## src/rtl/rv32m_pkg.sv

```systemverilog
// Shared definitions for the RV32M divide sequencer: op encodings,
// FSM state constants and small arithmetic helpers.
package rv32m_pkg;

    localparam int          XLEN      = 32;
    localparam logic [31:0] DIV_OVF_A = 32'h8000_0000;

    // Values are the funct3 encodings, so funct3 can be compared directly.
    typedef enum logic [2:0] {
        DIV  = 3'b100,
        DIVU = 3'b101,
        REM  = 3'b110,
        REMU = 3'b111
    } div_op_e;

    typedef logic [2:0] div_state_e;

    localparam div_state_e ST_IDLE    = 3'd0;
    localparam div_state_e ST_SPECIAL = 3'd1;
    localparam div_state_e ST_SETUP   = 3'd2;
    localparam div_state_e ST_ITER    = 3'd3;
    localparam div_state_e ST_FIX     = 3'd4;

    function automatic logic op_is_signed(input logic [2:0] op);
        return (op == DIV) || (op == REM);
    endfunction

    function automatic logic [31:0] abs32(input logic [31:0] v);
        return v[31] ? (~v + 32'd1) : v;
    endfunction

endpackage

```

## src/rtl/div_datapath.sv

```systemverilog
// One restoring-division step on {rem, quo} plus the final sign-fix negators.
// Purely combinational; all state lives in div_sequencer.
module div_datapath #(
    parameter int W = rv32m_pkg::XLEN
) (
    input  logic [W-1:0] rem,
    input  logic [W-1:0] quo,
    input  logic [W-1:0] divisor,
    input  logic         neg_q,
    input  logic         neg_r,
    output logic [W-1:0] rem_next,
    output logic [W-1:0] quo_next,
    output logic [W-1:0] quo_fixed,
    output logic [W-1:0] rem_fixed
);

    logic [W:0] rem_sh;
    logic [W:0] diff;
    logic       ge;

    // rem < divisor always holds, so rem_sh < 2*divisor and a W+1 bit
    // difference has its top bit set exactly when rem_sh < divisor.
    assign rem_sh = {rem, quo[W-1]};
    assign diff   = rem_sh - {1'b0, divisor};
    assign ge     = ~diff[W];

    assign rem_next  = ge ? diff[W-1:0] : rem_sh[W-1:0];
    assign quo_next  = {quo[W-2:0], ge};
    assign quo_fixed = neg_q ? (~quo + 1'b1) : quo;
    assign rem_fixed = neg_r ? (~rem + 1'b1) : rem;

endmodule

```

## src/rtl/div_sequencer.sv

```systemverilog
// Multi-cycle DIV/DIVU/REM/REMU sequencer: control FSM and registers around
// the shared restoring-division datapath.
module div_sequencer #(
    parameter int XLEN  = 32,
    parameter int CNT_W = 6
) (
    input  logic            clk,
    input  logic            reset,
    input  logic            start,
    input  logic [2:0]      funct3,
    input  logic [XLEN-1:0] op_a,
    input  logic [XLEN-1:0] op_b,
    input  logic            flush,
    output logic            busy,
    output logic            done,
    output logic [XLEN-1:0] result
);
    import rv32m_pkg::*;

    div_state_e      state_reg, state_next;
    logic [CNT_W-1:0] cnt_reg;
    logic [2:0]       op_reg;
    logic [XLEN-1:0]  a_reg, b_reg;
    logic [XLEN-1:0]  rem_reg, quo_reg;
    logic             neg_q_reg, neg_r_reg;
    logic [XLEN-1:0]  result_reg;

    logic [XLEN-1:0]  rem_next, quo_next, quo_fixed, rem_fixed;
    logic [XLEN-1:0]  special_res, res_now;
    logic             start_ok, special_in, sgn_in, sgn_reg, is_rem;

    div_datapath #(.W(XLEN)) u_dp (
        .rem       (rem_reg),
        .quo       (quo_reg),
        .divisor   (b_reg),
        .neg_q     (neg_q_reg),
        .neg_r     (neg_r_reg),
        .rem_next  (rem_next),
        .quo_next  (quo_next),
        .quo_fixed (quo_fixed),
        .rem_fixed (rem_fixed)
    );

    assign sgn_in     = op_is_signed(funct3);
    assign start_ok   = start && funct3[2] && !flush;
    assign special_in = (op_b == '0) ||
                        (sgn_in && (op_a == DIV_OVF_A) && (op_b == '1));
    assign sgn_reg    = op_is_signed(op_reg);
    assign is_rem     = op_reg[1];

    // Only two special cases reach here: divide by zero and signed overflow.
    always_comb begin
        special_res = '0;
        if (b_reg == '0)
            special_res = is_rem ? a_reg : '1;
        else
            special_res = is_rem ? '0 : DIV_OVF_A;
    end

    always_comb begin
        res_now = result_reg;
        if (state_reg == ST_FIX)
            res_now = is_rem ? rem_fixed : quo_fixed;
        else if (state_reg == ST_SPECIAL)
            res_now = special_res;
    end

    assign busy   = (state_reg != ST_IDLE);
    assign done   = (state_reg == ST_FIX) || (state_reg == ST_SPECIAL);
    assign result = res_now;

    // A flush in a done state does not suppress done; both go to IDLE anyway.
    always_comb begin
        state_next = ST_IDLE;
        case (state_reg)
            ST_IDLE:    if (start_ok) state_next = special_in ? ST_SPECIAL : ST_SETUP;
            ST_SETUP:   state_next = flush ? ST_IDLE : ST_ITER;
            ST_ITER:    state_next = flush ? ST_IDLE :
                                     ((cnt_reg == '0) ? ST_FIX : ST_ITER);
            default:    state_next = ST_IDLE;
        endcase
    end

    always_ff @(posedge clk or posedge reset) begin
        if (reset) begin
            state_reg  <= ST_IDLE;
            cnt_reg    <= '0;
            op_reg     <= '0;
            a_reg      <= '0;
            b_reg      <= '0;
            rem_reg    <= '0;
            quo_reg    <= '0;
            neg_q_reg  <= 1'b0;
            neg_r_reg  <= 1'b0;
            result_reg <= '0;
        end else begin
            state_reg <= state_next;
            case (state_reg)
                ST_IDLE: begin
                    if (start_ok) begin
                        a_reg  <= op_a;
                        b_reg  <= op_b;
                        op_reg <= funct3;
                    end
                end
                ST_SETUP: begin
                    quo_reg   <= sgn_reg ? abs32(a_reg) : a_reg;
                    b_reg     <= sgn_reg ? abs32(b_reg) : b_reg;
                    rem_reg   <= '0;
                    neg_q_reg <= sgn_reg & (a_reg[XLEN-1] ^ b_reg[XLEN-1]);
                    neg_r_reg <= sgn_reg & a_reg[XLEN-1];
                    cnt_reg   <= CNT_W'(XLEN - 1);
                end
                ST_ITER: begin
                    rem_reg <= rem_next;
                    quo_reg <= quo_next;
                    if (cnt_reg != '0)
                        cnt_reg <= cnt_reg - 1'b1;
                end
                ST_FIX, ST_SPECIAL: result_reg <= res_now;
                default: ;
            endcase
        end
    end

endmodule

```

## config.mk

```make
export PLATFORM = sky130hd
export DESIGN_NAME = div_sequencer
export DESIGN_NICKNAME = d
export VERILOG_FILES = /design/src/rtl/rv32m_pkg.sv /design/src/rtl/div_datapath.sv /design/src/rtl/div_sequencer.sv
export SDC_FILE = /design/constraint.sdc
export NUM_CORES = 1
export LEC_CHECK = 0
export CAP_MARGIN = 25
export CORE_MARGIN = 1.5
export CORE_UTILIZATION = 40
export CTS_CLUSTER_SIZE = 14
export DETAILED_ROUTE_END_ITERATION = 10
export PLACE_DENSITY_LB_ADDON = 0.3
export SLEW_MARGIN = 10
export SYNTH_ARGS = -nofsm -noshare
export SYNTH_HDL_FRONTEND = slang
export SYNTH_SLANG_ARGS = --single-unit
```

## constraint.sdc

```tcl
create_clock -name clk -period 8.04 [get_ports clk]
set_clock_uncertainty 0.05 [all_clocks]
set_input_delay 2.01 -clock clk [delete_from_list [all_inputs] [get_ports clk]]
set_output_delay 2.01 -clock clk [all_outputs]
set_load 0.1 [all_outputs]
```

After elaboration in Yosys (flattened, before gate mapping)
Cells that the tools add are included.
{"block": "totals", "ff_bits": 174, "output_inout_bits": 34, "wordCells": 86}
{"block": "classes", "add_sub_neg": 6, "n_eq_ne": 14, "muxes": 25, "n_bitwise": 8, "reduce_logical": 22}
{"operator": "2-to-1 mux 32 bit", "count": 14}
{"operator": "one-hot mux 32 bit (2 select lines)", "count": 3}
{"operator": "adder 32 x 1 -> 32 bit (second input constant)", "count": 4}
{"operator": "inverter 32 bit", "count": 4}
{"operator": "equality test 32 bit (second input constant)", "count": 2}
{"operator": "logical NOT 32 bit", "count": 2}
{"operator": "subtractor 33 x 32 -> 33 bit", "count": 1}
{"operator": "equality test 3 bit (second input constant)", "count": 5}
{"operator": "one-hot mux 6 bit (2 select lines)", "count": 1}
{"operator": "one-hot mux 3 bit (3 select lines)", "count": 1}
{"operator": "inequality test 2 bit (second input constant)", "count": 4}
{"operator": "equality test 3 x 2 -> 1 bit (second input constant)", "count": 2}
{"operator": "logical NOT 6 bit", "count": 1}
{"operator": "2-to-1 mux 2 bit", "count": 3}
{"operator": "2-to-1 mux 3 bit", "count": 2}
{"operator": "2-to-1 mux 6 bit", "count": 1}
{"operator": "nonzero test 6 bit", "count": 1}
{"operator": "subtractor 6 x 1 -> 6 bit (second input constant)", "count": 1}
{"operator": "logical AND 1 bit", "count": 4}
{"operator": "logical OR 1 bit", "count": 4}
{"operator": "AND reduction 2 bit", "count": 2}
{"operator": "AND reduction 4 bit", "count": 1}
{"operator": "nonzero test 2 bit", "count": 2}
{"operator": "equality test 3 x 1 -> 1 bit (second input constant)", "count": 1}
{"operator": "8 further kinds", "count": 9}

Longest topological paths before layout
Gate-level depths: netlist (run 1).
{"block": "logic_depth", "word_depth": 8, "ltp_mapped": 13, "depth_no_buf": 11}

Modules after synthesis
Synthesis (run 1) repeated with hierarchy kept, for this count alone.
{"block": "hier_totals", "hier_cells": 1616, "area_unflattened_um2": 13459.2}
{"module": "div_sequencer", "n_inst": 1, "cells_each": 1040, "area_per_inst_um2": 9675.5}
{"module": "div_datapath", "n_inst": 1, "cells_each": 576, "area_per_inst_um2": 3783.6}

Worst setup path before layout (run 1)
Ideal clock, no wire load.
{"block": "synth_path", "path_kind": "register to output", "start": "reg rem_reg[11]", "end": "out result[16]", "t_arrival_ps": 5604, "required_time_ps": 5980, "slack_ps": 376, "path_stages_with_launch": 9, "n_path_buf": 0, "path_cell_list": "dfrtp_1 > or4_4 > or4_4 > or2_2 > o21ai_0 > xor2_1 > nand2_1 > o21ai_0 > o311ai_0"}
{"block": "synth_between", "elab_chain_cells": 5}
{"item": "from (decl)", "line": "div_sequencer.sv:24", "source": "logic [XLEN-1:0] rem_reg, quo_reg;"}
{"item": "from (signal assigned)", "line": "div_sequencer.sv:115", "source": "rem_reg <= rem_next;"}
{"item": "inverter 32 bit", "line": "div_datapath.sv:30", "source": "assign rem_fixed = neg_r ? (~rem + 1'b1) : rem;"}
{"item": "adder 32 x 1 -> 32 bit", "line": "div_datapath.sv:30"}
{"item": "2-to-1 mux 32 bit", "line": "div_datapath.sv:30"}
{"item": "2-to-1 mux 32 bit", "line": "div_sequencer.sv:63", "source": "res_now = is_rem ? rem_fixed : quo_fixed;"}
{"item": "2-to-1 mux 32 bit", "line": "div_sequencer.sv:62", "source": "if (state_reg == ST_FIX)"}
{"item": "to (decl)", "line": "div_sequencer.sv:16", "source": "output logic [XLEN-1:0] result"}
Every way passes these cells.

Worst setup path in the final report (run 1)
{"block": "layout_path", "start": "reg b_reg[1]", "end": "out result[16]"}
{"block": "layout_between", "elab_chain_cells": 4}
{"item": "from (decl)", "line": "div_sequencer.sv:23", "source": "logic [XLEN-1:0] a_reg, b_reg;"}
{"item": "from (signal assigned)", "line": "div_sequencer.sv:102", "source": "b_reg <= op_b;"}
{"item": "from (signal assigned)", "line": "div_sequencer.sv:108", "source": "b_reg <= sgn_reg ? abs32(b_reg) : b_reg;"}
{"item": "logical NOT 32 bit", "line": "div_sequencer.sv:54", "source": "if (b_reg == '0)"}
{"item": "2-to-1 mux 32 bit", "line": "div_sequencer.sv:54"}
{"item": "2-to-1 mux 32 bit", "line": "div_sequencer.sv:64", "source": "else if (state_reg == ST_SPECIAL)"}
{"item": "2-to-1 mux 32 bit", "line": "div_sequencer.sv:62"}
Every way passes these cells.

==> results of run 1 <==
==> Yosys cell counts, types with 20 or more instances <==
cell	number	share of area, %
nand2_1	175	5.1
dfrtp_1	174	34
o21ai_0	158	6.2
a21oi_1	141	5.5
nor2_1	90	2.6
clkbuf_1	86	2.5
xnor2_1	68	4.7
inv_1	65	1.9
nand3_1	47	1.8
nor3_1	42	1.6
xor2_1	41	2.8
a221o_1	38	3.0
ha_1	37	3.6
nand4_1	36	1.8
nor4_1	31	1.5
o211ai_1	30	1.8
or3_1	24	1.2
o31ai_1	23	1.3
and3_1	20	0.98
==> worst max-delay path, cell delays in order, from the launching register on <==
cell and delay, ps:
dfrtp_1 420, inv_1 120, ha_1 200, or3b_2 500
nor4_1 380, nand4_1 210, nor3_1 550, and4_1 870
o21ai_0 280, o311ai_0 170, clkdlybuf4s50_1 1190
==> routing by layer <==
layer  wire (um)  vias up  global-route usage [%]
met2       20700      547                    43.7
met1       18000     6196                    34.1
li1            -     5965                       -
met3        2960       86                    4.47
met5           0        -                       0
met4        1730        0                    12.3
==> worst max path at each step <==
stage | from | to | slack [ps]
final | b_reg[1]$_DFFE_PP0P_ | result[16] | 620
after global routing | b_reg[1]$_DFFE_PP0P_ | result[16] | 260
after CTS | b_reg[1]$_DFFE_PP0P_ | result[16] | 640
after detailed placement | b_reg[1]$_DFFE_PP0P_ | result[16] | 1140
after global placement | b_reg[1]$_DFFE_PP0P_ | result[25] | 1270
after floorplan | rem_reg[11]$_DFFE_PP0P_ | result[16] | 380
==> layout make-up <==
class | instances | area (um2)
Clock buffer | 17 | 425
Clock inverter | 15 | 165
Fill cell | 3066 | 16800
Inverter | 65 | 249
Multi-Input combinational cell | 1242 | 7840
Sequential cell | 174 | 4360
Tap cell | 402 | 503
Timing Repair Buffer | 124 | 1220
==> kinds of logic after synthesis <==
kind of cell,synth area share [%]
muxes,2.30
xor gates and xnor gates,7.46
adders and majority gates,3.77
AOI/OAI and AO/OA,26.3
buffers and inverters,4.93
and+or+nand+nor,21.2
DFF,34.0
==> report_power, final <==
group | internal (mW) | switching, mW
logic | 0.585 | 0.938
registers | 1.07 | 0.318
clock network | 0.420 | 0.436
total | 2.07 | 1.69
==> through the flow <==
stage | total power, mW | setup slack, ps | hold slack [ps]
floorplan | 2.40 | 376 | 376
global placement | 2.87 | 1270 | 391
detailed placement | 2.88 | 1140 | 407
CTS | 3.75 | 640 | 424
global route | 4.01 | 262 | 447
finish | 3.76 | 620 | 420
==> flow_summary.json, run 1 <==
{
  "r2r_cells": 13,
  "gp_congestion": 0.895,
  "port_buffers": 104,
  "yosysUniqueCellTypes": 65,
  "dpl.hpwl_mm": 31.9,
  "power_leakage_nw": 6.17,
  "cts_tree": "yes",
  "relSlewSlack_pct": 34.0,
  "die_area_um2": 33100,
  "stdcell_count": 2039,
  "grt_pass1_wl_mm": 68.5,
  "cts_hold_buf": 0,
  "initial_core_util_pct": 40.6,
  "wl_per_cell_um": 21.3,
  "status": "complete, no violations",
  "hp-start": "op_reg[2]$_DFFE_PP0P_",
  "core_area_um2": 31600,
  "grt_pass1_vias": 12000,
  "hp-class": "reg2reg",
  "core.rowCount": 65,
  "startpoint_type": "flip-flop",
  "final_util_pct": 46.8,
  "cts_resized": 0,
  "ys_ff_latch": 174,
  "cts_sinks": 174,
  "clkTransAtPathRegs_ps": 80,
  "cp.required_ps": 5980,
  "cts_buffer_depth": 2,
  "drc_errors": 0,
  "powerDensity_nw_per_um2": 255,
  "hold_path_depth": 1,
  "timing.rr.end": "rem_reg[16]$_DFFE_PP0P_",
  "ys_seq_area_share_pct": 34.0,
  "synthToLayoutAreaGrowth_pct": 15.3,
  "grt_max_degree": 86,
  "synthFlopType": "dfrtp_1",
  "cap_viol_max_count": 0,
  "peakVddDrop_mv": 0.173,
  "cts-buffers-inserted": 17,
  "rsz0062_at_grt": "false",
  "synthCells": 1583,
  "layout_commonest_cell": "nand2_1",
  "mostFrequentLayoutCells": "nand2_1 (175), dfrtp_1 (172), o21ai_0 (158), a21oi_1 (140), clkdlybuf4s50_1 (103)",
  "layout-drive-gt1-share_pct": 6.48,
  "fmax_mhz": 135,
  "hold_end": "op_reg[2]$_DFFE_PP0P_",
  "htreeDepth": 4,
  "critPathCaptureType": "primary output",
  "design_area_um2": 14800,
  "grt_use_total_pct": 26.6,
  "drt_first_pass_iters": 6,
  "antenna_left": 0,
  "synthArstFlopShare_pct": 100,
  "num_vias": 12800,
  "netlist_area_um2": 12800,
  "syn_nets": 1692,
  "grt_overflow": 0,
  "io_pins": 105,
  "worst-setup-path-type": "reg2out",
  "clk_latency_ps": 460,
  "routed_wl_mm": 43.3,
  "cp_max_fo": 20,
  "die_h_um": 182,
  "vias_per_cell": 6.27,
  "antennaDiodeCount": 0,
  "setup_tns_ps": 0,
  "clockRootBuffer": "clkbuf_16",
  "maxSlewViolCount": 0,
  "yosys_warnings": 0,
  "final_hold_viol_count": 0,
  "die_w_um": 182,
  "setup_viol": 0,
  "tightestPinTransition_ps": 986,
  "post_cts.repair.setup_buffers": 0,
  "min_period_ps": 7420,
  "r2r_setup_slack_ps": 3990,
  "placed_area_um2": 14100,
  "fin_nets": 1733,
  "worstPathArrival_ps": 5360,
  "drtIter0Drc": 1134,
  "synth_edf_count": 0,
  "antenna_found_initial": 0,
  "period_share_pct": 92.3,
  "placed_cells": 2005,
  "reg2reg_from": "quo_reg[31]$_DFFE_PP0P_",
  "syn_area_per_cell_um2": 8.08
}
(Power assumes the default switching activity.)
==> run 2, diff against run 1 <==
Settings changed: SLEW_MARGIN 10 to 0.
Clock period 8.04 ns to 8.2 ns, I/O delays scaled along.
==> run 2 against run 1 <==
Net effect: power shrank 2.3%; largest power group unchanged; sequential share of layout area is essentially flat; highest routed layer unchanged; non-clock buffer count grew 1.
==> flow_summary.json, run 2 (synthesis gave the netlist of run 1 again) <==
{
  "min_period_ps": 7310,
  "maxSlewViolCount": 0,
  "htreeDepth": 4,
  "slowest_delay_ps": 1200,
  "cts-buffers-inserted": 17,
  "core.rowCount": 65,
  "p_sw_share_pct": 44.7,
  "drtIter0Drc": 1131,
  "dpl.hpwl_mm": 31.7,
  "intPower_mw": 2.03,
  "vias_per_cell": 6.23,
  "antenna_left": 0,
  "drt_first_pass_iters": 5,
  "gp_congestion": 0.908,
  "crit_buf_inv": 2,
  "die_area_um2": 33100,
  "clock_power_share_pct": 22.7,
  "grt_pass1_vias": 12000,
  "period_share_pct": 89.2,
  "clkTransAtPathRegs_ps": 80,
  "antenna_found_initial": 0,
  "initial_core_util_pct": 40.6,
  "cts_resized": 0,
  "final_hold_viol_count": 0,
  "cts_sinks": 174,
  "startpoint_type": "flip-flop",
  "setup_viol": 0,
  "fmax_mhz": 137,
  "cts_buffer_depth": 2,
  "routed_wl_mm": 43.3,
  "cts_hold_buf": 0,
  "cts_tree": "yes",
  "p_switching_mw": 1.64,
  "status": "complete, no violations",
  "clk_latency_ps": 450,
  "cap_viol_max_count": 0,
  "clockRootBuffer": "clkbuf_16",
  "layout-drive-gt1-share_pct": 6.47,
  "die_h_um": 182,
  "port_buffers": 104,
  "antennaDiodeCount": 0,
  "num_vias": 12700,
  "mostFrequentLayoutCells": "nand2_1 (175), dfrtp_1 (172), o21ai_0 (158), a21oi_1 (140), clkdlybuf4s50_1 (104)",
  "worst-setup-path-type": "reg2out",
  "placed_cells": 2006,
  "grt_max_degree": 86,
  "combPwrFrac_pct": 40.5,
  "cp_top_family": "simple AND/OR/NAND/NOR gates",
  "io_pins": 105,
  "layout_setup_ws_ps": 889,
  "relSlewSlack_pct": 32.9,
  "critPathCaptureType": "primary output",
  "grt_pass1_wl_mm": 68.2,
  "wl_per_cell_um": 21.2,
  "synthToLayoutAreaGrowth_pct": 15.5,
  "powerDensity_nw_per_um2": 249,
  "grt_use_total_pct": 26.5,
  "layout_commonest_cell": "nand2_1",
  "cp.required_ps": 6100,
  "stdcell_count": 2040,
  "tightestPinTransition_ps": 1000,
  "hp-class": "reg2reg",
  "power_leakage_nw": 6.18,
  "setup_tns_ps": 0,
  "post_cts.repair.setup_buffers": 0,
  "drc_errors": 0,
  "cp_max_fo": 20,
  "r2r_setup_slack_ps": 4210,
  "fin_nets": 1734,
  "core_area_um2": 31600,
  "place_ws_ps": 1370,
  "p_seq_share_pct": 36.7,
  "die_w_um": 182,
  "peakVddDrop_mv": 0.179,
  "path_cells": "inv_1 -> ha_1 -> or3b_2 -> nor4_1 -> nand4_1 -> nor3_1 -> and4_1 -> o21ai_0 -> o311ai_0 -> clkdlybuf4s50_1",
  "rsz0062_at_grt": "false",
  "worstPathArrival_ps": 5210,
  "grt_overflow": 0,
  "crit_slowest_cell": "clkdlybuf4s50_1"
}
[run 2: changes by cell type in the layout (fill, tap and decap cells not counted), sizes merged]
cell,previous run,this run
inv,76,75
clkinvlp,1,2
clkdlybuf4s50,103,104
[run 2: final timing paths]
path | start | end | cells after the start
worst max-delay path | b_reg[1]$_DFFE_PP0P_ | result[16] | 10
worst min-delay path | op_reg[2]$_DFFE_PP0P_ | op_reg[2]$_DFFE_PP0P_ | 1
min in group asynchronous | reset | b_reg[9]$_DFFE_PP0P_ | 2
worst max register to register | quo_reg[31]$_DFFE_PP0P_ | rem_reg[16]$_DFFE_PP0P_ | 13
worst min register to register | op_reg[2]$_DFFE_PP0P_ | op_reg[2]$_DFFE_PP0P_ | 1
max in group asynchronous | reset | op_reg[1]$_DFFE_PP0P_ | 3
[run 2: cell type report]
type | instances | area, um2
Tap cell | 402 | 503
Clock inverter | 15 | 166
Multi-Input combinational cell | 1242 | 7840
Sequential cell | 174 | 4360
Clock buffer | 17 | 425
Timing Repair Buffer | 125 | 1240
Fill cell | 3097 | 16800
Inverter | 65 | 249
[run 2: stage by stage]
stage	instance area (um2)	power, mW	utilization, %	hold slack, ps
6_report	14800	3.67	46.8	413
5_1_grt	14800	3.91	46.8	460
4_1_cts	14700	3.66	46.7	416
3_5_place_dp	14100	2.82	44.8	399
3_3_place_gp	14100	2.79	44.8	391
2_1_floorplan	12800	2.35	-	376
[run 2: power groups by stage]
stage,Sequential (mW),Clock [mW],Combinational [mW]
detailed placement,1.36,0,1.46
floorplan,1.24,0,1.12
finish,1.35,0.834,1.49
CTS,1.34,0.844,1.47
global route,1.38,0.880,1.65
global placement,1.35,0,1.44
[run 2: metal layers]
layer,routed length [um],GRT usage [%],up-vias
met5,0,0,-
met4,1790,11.5,0
met3,2760,5.11,97
met2,20400,43.5,504
met1,18400,34.0,6167
li1,-,-,5950
